`src/rtl/seg_digit_mux.sv`:
```
// Two-digit seven-segment multiplexer.
// Alternates two hex digits onto one shared decoder input and drives two
// active-low digit enables. A dark (blanking) phase separates every digit
// switch so the decoder input settles before the next digit lights. Both
// digits are captured once per frame, on entry to BLANK1, so a frame never
// shows a mix of old and new values.
module seg_digit_mux #(
   parameter int DWELL_CYCLES = 40,  // cycles each digit is lit (>=1)
   parameter int BLANK_CYCLES = 2    // dark cycles between digits (>=1)
) (
   input  logic       clk,
   input  logic       reset,       // synchronous, active-low
   input  logic [3:0] digit0_in,
   input  logic [3:0] digit1_in,
   output logic [3:0] nibble,
   output logic [1:0] an,
   output logic       frame_tick
);

   // The counter only has to reach the longer phase length minus one.
   // Keep at least one bit so the 1/1 configuration still elaborates.
   localparam int MAXLEN = (DWELL_CYCLES > BLANK_CYCLES) ? DWELL_CYCLES : BLANK_CYCLES;
   localparam int CW     = (MAXLEN > 1) ? $clog2(MAXLEN) : 1;

   localparam logic [CW-1:0] DWELL_LAST = CW'(DWELL_CYCLES - 1);
   localparam logic [CW-1:0] BLANK_LAST = CW'(BLANK_CYCLES - 1);

   typedef enum logic [1:0] {
      BLANK1 = 2'd0,
      DIG0   = 2'd1,
      BLANK0 = 2'd2,
      DIG1   = 2'd3
   } state_t;

   state_t          state_reg, state_next;
   logic [CW-1:0]   cnt_reg, cnt_next;
   logic [3:0]      l0_reg, l0_next;
   logic [3:0]      l1_reg, l1_next;
   logic [3:0]      nibble_reg, nibble_next;
   logic [1:0]      an_reg, an_next;
   logic            frame_tick_reg, frame_tick_next;

   logic [CW-1:0]   len_last;
   logic            last;
   logic            enter_blank1;
   logic            enter_blank0;
   logic            enter_dig0;

   // Next-state, phase counter, digit latches and registered output values.
   always_comb begin
      len_last        = BLANK_LAST;
      state_next      = state_reg;
      cnt_next        = cnt_reg + 1'b1;
      enter_blank1    = 1'b0;
      enter_blank0    = 1'b0;
      enter_dig0      = 1'b0;
      an_next         = 2'b11;

      if ((state_reg == DIG0) || (state_reg == DIG1)) begin
         len_last = DWELL_LAST;
      end
      last = (cnt_reg == len_last);

      // The counter returns to zero on the same edge the state advances.
      if (last) begin
         cnt_next = '0;
         case (state_reg)
            BLANK1: begin
               state_next = DIG0;
               enter_dig0 = 1'b1;
            end
            DIG0: begin
               state_next   = BLANK0;
               enter_blank0 = 1'b1;
            end
            BLANK0: begin
               state_next = DIG1;
            end
            default: begin
               state_next   = BLANK1;
               enter_blank1 = 1'b1;
            end
         endcase
      end

      // Both latches capture the inputs present during the last DIG1 cycle.
      l0_next = enter_blank1 ? digit0_in : l0_reg;
      l1_next = enter_blank1 ? digit1_in : l1_reg;

      // The decoder input changes only on entry to a blank phase, so it has
      // a full blank phase to settle before its digit is enabled.
      nibble_next = nibble_reg;
      if (enter_blank1) begin
         nibble_next = l0_next;
      end else if (enter_blank0) begin
         nibble_next = l1_reg;
      end

      case (state_next)
         DIG0:    an_next = 2'b10;
         DIG1:    an_next = 2'b01;
         default: an_next = 2'b11;
      endcase

      frame_tick_next = enter_dig0;
   end

   // State and output registers; while in reset the latches track the inputs.
   always_ff @(posedge clk) begin
      if (!reset) begin
         state_reg      <= BLANK1;
         cnt_reg        <= '0;
         l0_reg         <= digit0_in;
         l1_reg         <= digit1_in;
         nibble_reg     <= digit0_in;
         an_reg         <= 2'b11;
         frame_tick_reg <= 1'b0;
      end else begin
         state_reg      <= state_next;
         cnt_reg        <= cnt_next;
         l0_reg         <= l0_next;
         l1_reg         <= l1_next;
         nibble_reg     <= nibble_next;
         an_reg         <= an_next;
         frame_tick_reg <= frame_tick_next;
      end
   end

   assign nibble     = nibble_reg;
   assign an         = an_reg;
   assign frame_tick = frame_tick_reg;

endmodule
```
`config.mk`:
```
export PLATFORM = sky130hd
export DESIGN_NAME = seg_digit_mux
export DESIGN_NICKNAME = d
export VERILOG_FILES = /design/src/rtl/seg_digit_mux.sv
export SDC_FILE = /design/constraint.sdc
export NUM_CORES = 1
export LEC_CHECK = 0
export CORE_MARGIN = 2
export CORE_UTILIZATION = 50
export CTS_CLUSTER_SIZE = 40
export DETAILED_ROUTE_END_ITERATION = 7
export PLACE_DENSITY = 0.78
export SLEW_MARGIN = 30
export SYNTH_ARGS = -nofsm -noshare
export SYNTH_HDL_FRONTEND = slang
export SYNTH_SLANG_ARGS = --single-unit
```
`constraint.sdc`:
```
create_clock -name clk -period 3.8 [get_ports clk]
set_clock_uncertainty 0.05 [all_clocks]
set_input_delay 0.57 -clock clk [delete_from_list [all_inputs] [get_ports clk]]
set_output_delay 0.57 -clock clk [all_outputs]
set_load 0.02 [all_outputs]
```
==> metrics <==
Syn. warnings 0; Worst Path Buf+Inv 1; cell taking the most area after synthesis edfxtp_1; Rows 14; CP delay by family, top buffers and inverters; setup_tns 0 ps; most instantiated cells after synthesis 11 x dfxtp_1, 8 x edfxtp_1, 7 x nor2_1; CP required 3180 ps; clk sinks 19; Distinct cells, synth 26; Top FF cell, synth dfxtp_1; Util after Layout 0.667; wire length of the first global-routing pass 2090 um; Port Buf Inserts 16; area share of the largest cell type after synthesis 0.288; mux contribution to synthesized area 0.0661; endpoints failing hold 0; Pleak 0.391 nW; Skew-Pair Late Insertion Delay 280 ps; register area share after synthesis 0.553; dpl cell area 0.00100 sq mm; Synth-to-Final Area Change 23.4%; RSZ-0062 raised after global routing false; Setup CP Type flip-flop to output pin; Power Density 479 mW/mm^2; die extent in x 44.8 um; largest family of logic cells by synthesized area simple AND/OR/NAND/NOR gates; CTS clk-pin slew, worst paths 100 ps; Tot Pwr 0.492 mW; CTS max path bufs 2; Period minus WS final 1840 ps; Slew HR 0.586; GPL Wtd Cong 0.681; Nets 102; number of antenna diodes 0; top-count cell post-synth dfxtp_1; number of synthesized flops with an enable pin 8; Final Cell Area 0.00103 sq mm; Overall Global Routing Usage 0.152; Mapped Avg Cell Area 12.3 sq um; Synthesized Nets 83; slowest stage cell, crit path clkdlybuf4s50_1; Largest register FFs 6; Worst Path Max Fanout 1; setup bufs post-CTS 0; core area 0.00154 sq mm; worst setup margin 1960 ps; final setup fails 0; post-DR wirelength/cell 13.0 um; vias per cell 5.31; Adder-Cell Fraction of Synth Area 0.0751; Final HPWL DP 1000 um; CP max stage delay 610 ps; DRT Wirelength 1330 um; CP arrival 1220 ps; die area 0.00201 sq mm; io pins 17; CTS tree built; outcome finished clean; Mapped Cells 68; Critical Path Source frame_tick; hold buffers post-CTS 0; largest net degree at the start of global routing 11; Slew @ Worst Pin 615 ps; drc violations 0; initial antenna violation count 0; H-tree levels 1; Mapped Area 833 sq um; Worst R2R Start state_reg[0]; Synth Register Bits 19; worst-case reg-to-reg path depth 4; Startpoint Class flip-flop; Num CTS Buffers 3; CTS resizes 0; complex-gate fraction of the synthesized area 0.0781; hold path depth 1; drt initial violations 4; Peak VDD IR 0.259 mV; ys async rst share 0; Max Freq 543 MHz; Initial Util 0.541; Root Driver clkbuf_4; vias in the first global route 511; DP Worst Slack 1760 ps; Vias 542; worst min-delay path category flip-flop to flip-flop; critical-path cell list clkdlybuf4s50_1; post-synthesis simple-gate area fraction 0.159; post-synthesis xor/xnor area fraction 0.0420; hold wc startpoint cnt_reg[0]; synth top area cells edfxtp_1 29%, dfxtp_1 26%, ha_1 7.5%; share of cells above drive strength 1 0.140; Crit. End Element output pin; remaining antenna violation count 0; Max-Cap Viols 0; Worst path depth 1; max-slew violation total from the final report 0; period utilization 0.484; residual overflow from global routing 0; drt pass-1 iters 2; Die Y 44.8 um
-- cells in the final DEF (no fill, tap or decap), types with 4 or more instances in the layout --
cell             Yosys  final
mux2_2               4      4
edfxtp_1             8      8
nand2_1              5      5
dfxtp_1             11     11
clkdlybuf4s50_1      0     16
ha_1                 5      5
nor2_1               7      7
-- area by class of cell --
cell class	count	area, sq um
Fill cell	125	513
Sequential cell	19	460
Multi-Input combinational cell	44	350
Timing Repair Buffer	16	160
Clock buffer	4	26.3
Tap cell	16	20.0
Inverter	3	11.3
-- path summary, 6_finish.rpt --
path | end | slack (ps)
worst min-delay path | cnt_reg[0] | 430
worst max register to register | nibble[1] | 1960
worst max-delay path | frame_tick | 1960
worst min register to register | cnt_reg[0] | 430
-- kinds of logic (layout without fill, tap and decap cells) --
family / after synthesis / in the layout
compound gates: 7 / 7
xor+xnor: 4 / 4
fa+ha+maj: 5 / 5
buf+inv: 5 / 23
flops: 19 / 19
mux: 5 / 5
simple gates: 23 / 23
-- per-stage QoR --
step / std cells / hold slack [ps]
2_1_floorplan: 68 / 381
3_3_place_gp: 98 / 402
3_5_place_dp: 98 / 412
4_1_cts: 102 / 434
5_1_grt: 102 / 469
6_report: 102 / 432
-- report_power, final --
| part | switching [mW] | total [mW] | internal [mW] |
|---|---|---|---|
| Clock | 0.0571 | 0.0979 | 0.0407 |
| Combinational | 0.0660 | 0.134 | 0.0677 |
| Sequential | 0.0213 | 0.261 | 0.239 |
| Total | 0.144 | 0.492 | 0.348 |
-- worst reg2reg max path, stage by stage (launching register included) --
cell and delay [ps]:
dfxtp_1 400, nor4_4 320, o21ai_2 160, o21ai_4 290, mux2_2 380
-- layer usage --
metal / vias to the layer above / track usage / routed length [um]
met5: - / 0 / 0
met4: 0 / 0.0882 / 9
met3: 2 / 0.0360 / 52
met2: 7 / 0.255 / 670
met1: 256 / 0.177 / 597
li1: 277 / - / -
(Power assumes the default switching activity.)
